### config.mk
export PLATFORM = sky130hd
export DESIGN_NAME = muldiv_issue_arbiter
export DESIGN_NICKNAME = d
export VERILOG_FILES = /design/src/rtl/muldiv_issue_arbiter_pkg.sv /design/src/rtl/muldiv_issue_arbiter_rr_picker.sv /design/src/rtl/muldiv_issue_arbiter.sv
export SDC_FILE = /design/constraint.sdc
export NUM_CORES = 1
export LEC_CHECK = 0
export CAP_MARGIN = 10
export CORE_ASPECT_RATIO = 1.25
export CORE_MARGIN = 4
export CORE_UTILIZATION = 39
export CTS_BUF_LIST = sky130_fd_sc_hd__clkbuf_8
export CTS_CLUSTER_DIAMETER = 80
export CTS_CLUSTER_SIZE = 12
export DETAILED_ROUTE_END_ITERATION = 7
export HOLD_SLACK_MARGIN = 0.12
export PLACE_DENSITY = 0.95
export SYNTH_ARGS = -nofsm -noshare
export SYNTH_HDL_FRONTEND = slang
export SYNTH_SLANG_ARGS = --single-unit
### constraint.sdc
create_clock -name i_clk -period 2.45 [get_ports i_clk]
set_input_delay 0.49 -clock i_clk [delete_from_list [all_inputs] [get_ports i_clk]]
set_output_delay 0.49 -clock i_clk [all_outputs]
set_load 0.005 [all_outputs]
### src/rtl/muldiv_issue_arbiter_pkg.sv
// Shared types and widths for the mul/div issue arbiter and its round-robin picker.
// Latency: n/a (declarations only).
// Backpressure: n/a.
//
// Holds the core-wide widths, the ALU command encoding for the mul/div unit,
// the arbiter FSM state type and the packed operation payload that is latched
// on accept.
package muldiv_issue_arbiter_pkg;

  localparam int XLEN                 = 32;
  localparam int DISPATCH_WIDTH       = 2;
  localparam int DISPATCH_ADDR_WIDTH  = (DISPATCH_WIDTH > 1) ? $clog2(DISPATCH_WIDTH) : 1;
  localparam int PHYS_REGS_ADDR_WIDTH = 7;
  localparam int ROB_ADDR_WIDTH       = 6;

  typedef enum logic [2:0] {
    ALU_MUL    = 3'd0,
    ALU_MULH   = 3'd1,
    ALU_MULHSU = 3'd2,
    ALU_MULHU  = 3'd3,
    ALU_DIV    = 3'd4,
    ALU_DIVU   = 3'd5,
    ALU_REM    = 3'd6,
    ALU_REMU   = 3'd7
  } alu_cmd_t;

  typedef enum logic [1:0] {
    ST_IDLE = 2'd0,
    ST_BUSY = 2'd1,
    ST_WB   = 2'd2
  } arb_state_t;

  // Everything about an op that has to survive from accept to writeback.
  typedef struct packed {
    alu_cmd_t                        alu_cmd;
    logic [XLEN-1:0]                 op1;
    logic [XLEN-1:0]                 op2;
    logic [PHYS_REGS_ADDR_WIDTH-1:0] phys_rd;
    logic [ROB_ADDR_WIDTH-1:0]       rob_addr;
  } mdu_op_t;

  // Index width for a requester count; a single requester still needs one bit.
  function automatic int idx_width(input int n);
    return (n > 1) ? $clog2(n) : 1;
  endfunction

endpackage

### src/rtl/muldiv_issue_arbiter_rr_picker.sv
// Round-robin picker (rr_picker): first valid requester at or above the pointer, wrapping.
// Latency: purely combinational, zero cycles.
// Backpressure: none; the caller decides whether the grant is used.
//
// Ports:
//   i_valid  - request vector, bit i = requester i
//   i_ptr    - highest-priority requester index this cycle
//   o_grant  - one-hot grant (all zero when nothing is valid)
//   o_idx    - index of the granted requester (0 when nothing is valid)
//   o_any    - at least one requester is valid
module muldiv_issue_arbiter_rr_picker #(
  parameter int NUM_REQ = 2,
  parameter int IDX_W   = 1
) (
  input  logic [NUM_REQ-1:0] i_valid,
  input  logic [IDX_W-1:0]   i_ptr,
  output logic [NUM_REQ-1:0] o_grant,
  output logic [IDX_W-1:0]   o_idx,
  output logic               o_any
);

  localparam logic [IDX_W:0] NUM_REQ_L = (IDX_W + 1)'(NUM_REQ);

  always_comb begin
    logic           w_found;
    logic [IDX_W:0] w_pos;
    w_found = 1'b0;
    w_pos   = '0;
    o_grant = '0;
    o_idx   = '0;
    // Walk ptr, ptr+1, ... with wrap; one extra bit keeps the sum from overflowing
    // before the modulo subtraction.
    for (int k = 0; k < NUM_REQ; k++) begin
      w_pos = {1'b0, i_ptr} + (IDX_W + 1)'(k);
      if (w_pos >= NUM_REQ_L) begin
        w_pos = w_pos - NUM_REQ_L;
      end
      if (!w_found && i_valid[w_pos[IDX_W-1:0]]) begin
        w_found                   = 1'b1;
        o_grant[w_pos[IDX_W-1:0]] = 1'b1;
        o_idx                     = w_pos[IDX_W-1:0];
      end
    end
    o_any = w_found;
  end

endmodule

### src/rtl/muldiv_issue_arbiter.sv
// Shares one mul/div unit between NUM_REQ issue banks: round-robin accept, run, write back.
// Latency: accept -> unit_start next cycle; unit_done -> wb_valid next cycle.
// Backpressure: one op in flight; req_ready low outside IDLE, wb_valid held until wb_ready.
//
// Optional feature: define MULDIV_ARB_STATS_EN to add the o_stat_grants and
// o_stat_busy_cycles counters (32-bit, wrapping, cleared only by reset).
//
// Ports:
//   i_clk, i_rst        - clock, asynchronous active-low reset
//   i_flush             - abandons any in-flight op, returns to IDLE
//   i_req_* / o_req_ready - per-bank op offer and accept
//   o_unit_*            - start/kill pulses and latched operation to the unit
//   i_unit_done/_result - unit completion pulse and result
//   o_wb_* / i_wb_ready - writeback payload and handshake
module muldiv_issue_arbiter
  import muldiv_issue_arbiter_pkg::*;
#(
  parameter int NUM_REQ = DISPATCH_WIDTH
) (
  input  logic                            i_clk,
  input  logic                            i_rst,
  input  logic                            i_flush,
  input  logic [NUM_REQ-1:0]              i_req_valid,
  output logic [NUM_REQ-1:0]              o_req_ready,
  input  alu_cmd_t                        i_req_alu_cmd  [NUM_REQ],
  input  logic [XLEN-1:0]                 i_req_op1      [NUM_REQ],
  input  logic [XLEN-1:0]                 i_req_op2      [NUM_REQ],
  input  logic [PHYS_REGS_ADDR_WIDTH-1:0] i_req_phys_rd  [NUM_REQ],
  input  logic [ROB_ADDR_WIDTH-1:0]       i_req_rob_addr [NUM_REQ],
  output logic                            o_unit_start,
  output logic                            o_unit_kill,
  output alu_cmd_t                        o_unit_alu_cmd,
  output logic [XLEN-1:0]                 o_unit_op1,
  output logic [XLEN-1:0]                 o_unit_op2,
  input  logic                            i_unit_done,
  input  logic [XLEN-1:0]                 i_unit_result,
  output logic                            o_wb_valid,
  input  logic                            i_wb_ready,
  output logic [PHYS_REGS_ADDR_WIDTH-1:0] o_wb_phys_rd,
  output logic [ROB_ADDR_WIDTH-1:0]       o_wb_rob_addr,
  output logic [XLEN-1:0]                 o_wb_data,
  output logic [DISPATCH_ADDR_WIDTH-1:0]  o_wb_bank
`ifdef MULDIV_ARB_STATS_EN
  ,
  output logic [31:0]                     o_stat_grants,
  output logic [31:0]                     o_stat_busy_cycles
`endif
);

  localparam int IDX_W = idx_width(NUM_REQ);

  arb_state_t       r_state;
  logic [IDX_W-1:0] r_rr_ptr;
  logic [IDX_W-1:0] r_bank;
  mdu_op_t          r_op;
  logic [XLEN-1:0]  r_wb_data;
  logic             r_unit_start;
  logic             r_wb_valid;

  logic [NUM_REQ-1:0] w_grant;
  logic [IDX_W-1:0]   w_idx;
  logic               w_any;
  logic               w_open;
  logic               w_accept;
  logic [IDX_W-1:0]   w_next_ptr;
  mdu_op_t            w_req_op;

  muldiv_issue_arbiter_rr_picker #(
    .NUM_REQ (NUM_REQ),
    .IDX_W   (IDX_W)
  ) u_rr_picker (
    .i_valid (i_req_valid),
    .i_ptr   (r_rr_ptr),
    .o_grant (w_grant),
    .o_idx   (w_idx),
    .o_any   (w_any)
  );

  // Grants are only offered in IDLE, outside flush, and never while reset is
  // held (the state register already reads IDLE during reset, so the reset
  // level itself has to gate the combinational ready).
  assign w_open      = (r_state == ST_IDLE) && !i_flush && i_rst;
  assign o_req_ready = w_open ? w_grant : '0;
  assign w_accept    = w_open && w_any;

  assign w_next_ptr = (w_idx == IDX_W'(NUM_REQ - 1)) ? '0 : w_idx + IDX_W'(1);

  always_comb begin
    w_req_op          = '0;
    w_req_op.alu_cmd  = i_req_alu_cmd[w_idx];
    w_req_op.op1      = i_req_op1[w_idx];
    w_req_op.op2      = i_req_op2[w_idx];
    w_req_op.phys_rd  = i_req_phys_rd[w_idx];
    w_req_op.rob_addr = i_req_rob_addr[w_idx];
  end

  always_ff @(posedge i_clk or negedge i_rst) begin
    if (!i_rst) begin
      r_state      <= ST_IDLE;
      r_rr_ptr     <= '0;
      r_bank       <= '0;
      r_op         <= '0;
      r_wb_data    <= '0;
      r_unit_start <= 1'b0;
      r_wb_valid   <= 1'b0;
    end else begin
      r_unit_start <= 1'b0;
      if (i_flush) begin
        // A writeback handshaking in this same cycle has already completed;
        // dropping wb_valid here is all that is needed. rr_ptr is untouched.
        r_state    <= ST_IDLE;
        r_wb_valid <= 1'b0;
      end else begin
        case (r_state)
          ST_IDLE: begin
            if (w_accept) begin
              r_op         <= w_req_op;
              r_bank       <= w_idx;
              r_rr_ptr     <= w_next_ptr;
              r_unit_start <= 1'b1;
              r_state      <= ST_BUSY;
            end
          end
          ST_BUSY: begin
            // A done coinciding with our own start pulse belongs to an older,
            // killed op still draining out of the unit, so it is dropped.
            if (i_unit_done && !r_unit_start) begin
              r_wb_data  <= i_unit_result;
              r_wb_valid <= 1'b1;
              r_state    <= ST_WB;
            end
          end
          ST_WB: begin
            if (i_wb_ready) begin
              r_wb_valid <= 1'b0;
              r_state    <= ST_IDLE;
            end
          end
          default: begin
            r_wb_valid <= 1'b0;
            r_state    <= ST_IDLE;
          end
        endcase
      end
    end
  end

  assign o_unit_start   = r_unit_start;
  assign o_unit_kill    = i_flush && (r_state == ST_BUSY);
  assign o_unit_alu_cmd = r_op.alu_cmd;
  assign o_unit_op1     = r_op.op1;
  assign o_unit_op2     = r_op.op2;

  assign o_wb_valid    = r_wb_valid;
  assign o_wb_phys_rd  = r_op.phys_rd;
  assign o_wb_rob_addr = r_op.rob_addr;
  assign o_wb_data     = r_wb_data;
  assign o_wb_bank     = DISPATCH_ADDR_WIDTH'(r_bank);

`ifdef MULDIV_ARB_STATS_EN
  logic [31:0] r_stat_grants;
  logic [31:0] r_stat_busy_cycles;

  // Counters survive flush on purpose: they measure unit utilisation over time.
  always_ff @(posedge i_clk or negedge i_rst) begin
    if (!i_rst) begin
      r_stat_grants      <= '0;
      r_stat_busy_cycles <= '0;
    end else begin
      if (w_accept) begin
        r_stat_grants <= r_stat_grants + 32'd1;
      end
      if (r_state != ST_IDLE) begin
        r_stat_busy_cycles <= r_stat_busy_cycles + 32'd1;
      end
    end
  end

  assign o_stat_grants      = r_stat_grants;
  assign o_stat_busy_cycles = r_stat_busy_cycles;
`endif

endmodule

Word level (Yosys, flattened, before mapping)
Cells that the tools add are included.
{ "op_classes": {"add_sub_neg": 4, "multipliers": 0, "div_mod_pow": 0, "n_lt_le_gt_ge": 7, "n_eq_ne": 6, "shifts": 0, "muxes": 45, "bitwise_logic": 3, "n_reduce_logical": 16} }
{ "ops": {"columns": ["op", "count"], "rows": [
  ["32-bit two-way mux", 6],
  ["7-bit two-way mux", 3],
  ["1-bit two-way mux", 19],
  ["6-bit two-way mux", 3],
  ["2-bit two-way mux", 7],
  ["3-bit AND reduction", 4],
  ["3-bit two-way mux", 3],
  ["3-bit inequality test, second input constant", 3],
  ["1-bit logical AND", 8],
  ["2-bit case mux with 3 select lines", 1],
  ["2-bit >= comparator, second input constant", 2],
  ["1-bit by 2-bit less-than comparator with 1-bit output, second input constant", 2],
  ["1-bit logical NOT", 3],
  ["1-bit case mux with 3 select lines", 1],
  ["1-bit by 1-bit adder with 2-bit output, second input constant", 1],
  ["1-bit demux with 1-bit select", 2],
  ["2-bit by 1-bit == test with 1-bit output, second input constant", 1],
  ["2-bit == test, second input constant", 1],
  ["1-bit >= comparator, second input constant", 2],
  ["1-bit by 2-bit >= comparator with 1-bit output, second input constant", 1],
  ["2-bit logical NOT", 1],
  ["2-bit inequality test, second input constant", 1],
  ["1-bit inverter with 2-bit output", 1],
  ["2-bit bitwise OR", 1],
  ["3 further kinds", 4]
]} }
{ "word_totals": {"register_bits": 118, "latchBits": 0, "mem_bits_rw": 0, "romBits": 0, "output_inout_bits": 118, "n_memories": 0} }

Logic depth before layout (Yosys ltp)
{ "depth": {"word_depth": 12, "mapped_depth": 6, "depth_no_buf": 3} }

By module
A second synthesis with hierarchy kept.
{ "unflattened": {"cells_unflattened": 453, "area_unflattened_um2": 5357.6} }
{ "by_module_without_submodules": {"columns": ["module", "instances", "cells_per_inst", "area_per_inst_um2"], "rows": [
  ["muldiv_issue_arbiter", 1, 448, 5325.1],
  ["muldiv_issue_arbiter_rr_picker", 1, 5, 32.5]
]} }

Worst setup path before layout
OpenSTA, ideal clock, no wires.
{ "synth_timing": {"path_kind": "input to output", "startpoint": "in i_flush", "endpoint": "out o_req_ready[1]", "arrival_ns": 1.509, "t_required_ns": 1.960, "slack_ns": 0.451, "path_stages": 4, "n_path_buf": 2, "cell_sequence": "or4b_1 -> buf_4 -> buf_6 -> nor3b_2"} }
{ "synth_between": {"elab_chain_len": 4} }
{ "synth_rtl": {"columns": ["item", "line_no", "source"], "rows": [
  ["start: declaration", "muldiv_issue_arbiter.sv:22", "input logic i_flush,"],
  ["1-bit logical NOT", "muldiv_issue_arbiter.sv:82", "assign w_open = (r_state == ST_IDLE) && !i_flush && i_rst;"],
  ["1-bit logical AND (2 in a row)", "muldiv_issue_arbiter.sv:82", null],
  ["2-bit two-way mux", "muldiv_issue_arbiter.sv:83", "assign o_req_ready = w_open ? w_grant : '0;"],
  ["end: declaration", "muldiv_issue_arbiter.sv:24", "output logic [NUM_REQ-1:0] o_req_ready,"]
]} }
Every way passes these cells.

Worst setup path in the final report
{ "layout_timing": {"startpoint": "reg r_state[0]", "endpoint": "out o_req_ready[1]"} }
{ "layout_between": {"elab_chain_len": 4} }
{ "layout_rtl": {"columns": ["item", "line_no", "source"], "rows": [
  ["start: declaration", "muldiv_issue_arbiter.sv:52", "arb_state_t r_state;"],
  ["start signal: assignment", "muldiv_issue_arbiter.sv:99", "r_state <= ST_IDLE;"],
  ["start signal: assignment", "muldiv_issue_arbiter.sv:111", "r_state <= ST_IDLE;"],
  ["start signal: assignment", "muldiv_issue_arbiter.sv:121", "r_state <= ST_BUSY;"],
  ["2-bit logical NOT", "muldiv_issue_arbiter.sv:82", null],
  ["1-bit logical AND (2 in a row)", "muldiv_issue_arbiter.sv:82", null],
  ["2-bit two-way mux", "muldiv_issue_arbiter.sv:83", null]
]} }
Every way passes these cells.

==> run metrics <==
sequential fraction of the synthesis area=0.566; Detailed Place HPWL=13,700 µm; Worst-path clk slew=0.07 ns; Site Rows=47; synthesized-area fraction occupied by adder cells=0; Fin. Hold Viols=0; pre-CTS setup slack=-0.300 ns; commonest cells after routing, fill and taps aside=clkdlybuf4s50_1, dfrtp_1, nand2_1; Tot Pwr=6.71 mW; IO Pins=317; Initial Utilization=0.396; Compound-Gate Fraction of Synth Area=0.162; Nets=969; Tightest Pin Transition=0.886 ns; crit path from=r_state[0]; Max Fanout on Critical Path=2; leakage power=3.71 nW; pwr dens=750 nW/µm²; clock buffer count from CTS=17; final worst path period need=2.28 ns; Syn Inst Count=460; Die W=111 µm; Synth warnings=0; Placed Cells=919; routability congestion estimate=0.834; post-synth top area share=0.566; routed wire length=19,100 µm; maximum clock frequency=438 MHz; status=finished clean; Unique masters post-synth=24; final std cells w/o fill=953; commonest non-fill, non-tap cell in the layout=clkdlybuf4s50_1; vias in the first global route=5,376; DR DRC count=0; largest area contributor in the netlist=dfrtp_1; slack of the worst reg-to-reg path=0.38 ns; DR vias/cell=5.42; fin crit share=0.932; crit path max-delay cell type=or4b_4; GR Overflow Total=0; CP endpoint kind=output pin; CP peak stage delay=0.53 ns; Post-Place Cell Area=8560 µm²; worst setup margin=0.167 ns; CTS tree=yes; setup TNS=0 ns; r2r startpoint=r_state[0]; Synth Area in Simple Gates=0.152; Worst Hold Class=input port to async pin; Final Util=0.679; # clock sinks=118; Clock Skew=0.00831 ns; Initial DRC Count=330; DR vias=5,164; Core Box Area=13,200 µm²; antenna violations before repair=0; maximum VDD drop=409 µV; Area Growth Syn to Fin=71.4%; TritonRoute pass-1 iters=5; Worst R2R End=o_unit_op1[8]; crit path buf inv count=2; max-cap violations=0; Antenna Nets Post-Route=0; Total GRT Usage=0.240; Max Buffers Root-to-Sink=2; ratio of cells with drive above 1 in the final layout=0.120; fin. max-slew vios=0; die area=15,300 µm²; Crit Path Class=flop to output pin; Mapped Area=5220 µm²; post-synthesis mux area share=0.0691; largest net degree at the start of global routing=81; H-tree depth=4; final hold slack=0.179 ns; final setup fails=0; die height=137 µm; RSZ-0062 raised after global routing=false; Max transition margin=0.409; WP data required=1.96 ns; CTS Root Cell=clkbuf_8; Synthesized Nets=659; critical path arrival=1.79 ns; Clock Latency Late Sink=0.42 ns; CP Launch Type=flop; first-pass GRT wire length=28,700 µm; flop and latch count out of synthesis=118; main combinational cell family by area after synthesis=compound AO/OA/AOI/OAI gates; CP Cell Sequence=buf_4, or4b_4, nor3b_4, clkbuf_2; syn_area_per_cell=11.3 µm²; PortBufs=316; XOR/XNOR share of the synthesized area=0; Crit path max-delay family=simple AND/OR/NAND/NOR gates; post-route cell area=8940 µm²; synth top area cells=dfrtp_1, a221o_1, nor3_1; worst reg2reg path depth=5; drt wl/cell=20.0 µm; n_diodes=0
[sequential cells by signal, indices dropped and copies added, names as in the netlist]
register and cells:
r_rr_ptr 1, o_wb_phys_rd 7, o_unit_op1 32, o_unit_alu_cmd 3
o_wb_bank 1, o_wb_valid 1, o_unit_start 1, o_wb_data 32
r_state 2, o_unit_op2 32, o_wb_rob_addr 6
[metal layers]
layer,track usage,wire [µm],vias up
met3,0.0756,1440,41
li1,-,-,2352
met5,0,0,-
met2,0.406,9600,274
met4,0.101,610,0
met1,0.284,7400,2497
[cell type report]
| class | count | area (µm²) |
|---|---|---|
| clock buffer | 17 | 234 |
| multi-input combinational | 291 | 2050 |
| inverter | 3 | 11.3 |
| clock inverter | 14 | 114 |
| tap | 171 | 214 |
| fill | 956 | 4230 |
| timing repair buffer | 339 | 3370 |
| sequential | 118 | 2950 |
[cell families after synthesis]
logic type / Yosys count
compound gates: 87
buf+inv: 51
flops: 118
mux: 32
simple gates: 172
[cell usage after synthesis]
library cell and number:
dfrtp_1 118, nand2_1 82, a221o_1 80, nor3_1 80
mux2_2 32, clkbuf_1 22, buf_2 11, buf_6 8
buf_1 6, inv_1 3, a21o_1 2, a21oi_1 2
and3_1 2, nor2_1 2, a2111oi_0 1, buf_4 1
nand4bb_1 1, nor2b_1 1, nor3b_1 1, nor3b_2 1
nor4b_2 1, o21ai_0 1, o21ai_1 1, or4b_1 1
[worst max-delay path by stage]
stage / end / slack (ns) / cells after the start
6_report: o_req_ready[1] / 0.17 / 4
2_1_floorplan: o_req_ready[1] / 0.45 / 4
5_1_grt: o_req_ready[1] / 0.09 / 4
3_5_place_dp: o_req_ready[1] / -0.30 / 4
4_1_cts: o_req_ready[1] / 0.02 / 4
3_3_place_gp: o_req_ready[1] / -0.29 / 4
[power by group]
| group | total (mW) | internal, mW | switching, mW |
|---|---|---|---|
| Clock | 1.59 | 0.784 | 0.806 |
| Sequential | 2.79 | 2.47 | 0.320 |
| Combinational | 2.33 | 1.59 | 0.745 |
| Total | 6.71 | 4.84 | 1.87 |
[timing repair]
item	4_1_cts	5_1_grt
setup buffers	2	0
hold endpoints to repair	15	0
cloned	0	0
pin swaps	2	0
resized for setup	5	3
hold buffers	1	0
setup endpoints to repair	2	1
No activity file was read; power rests on OpenSTA's default activity.
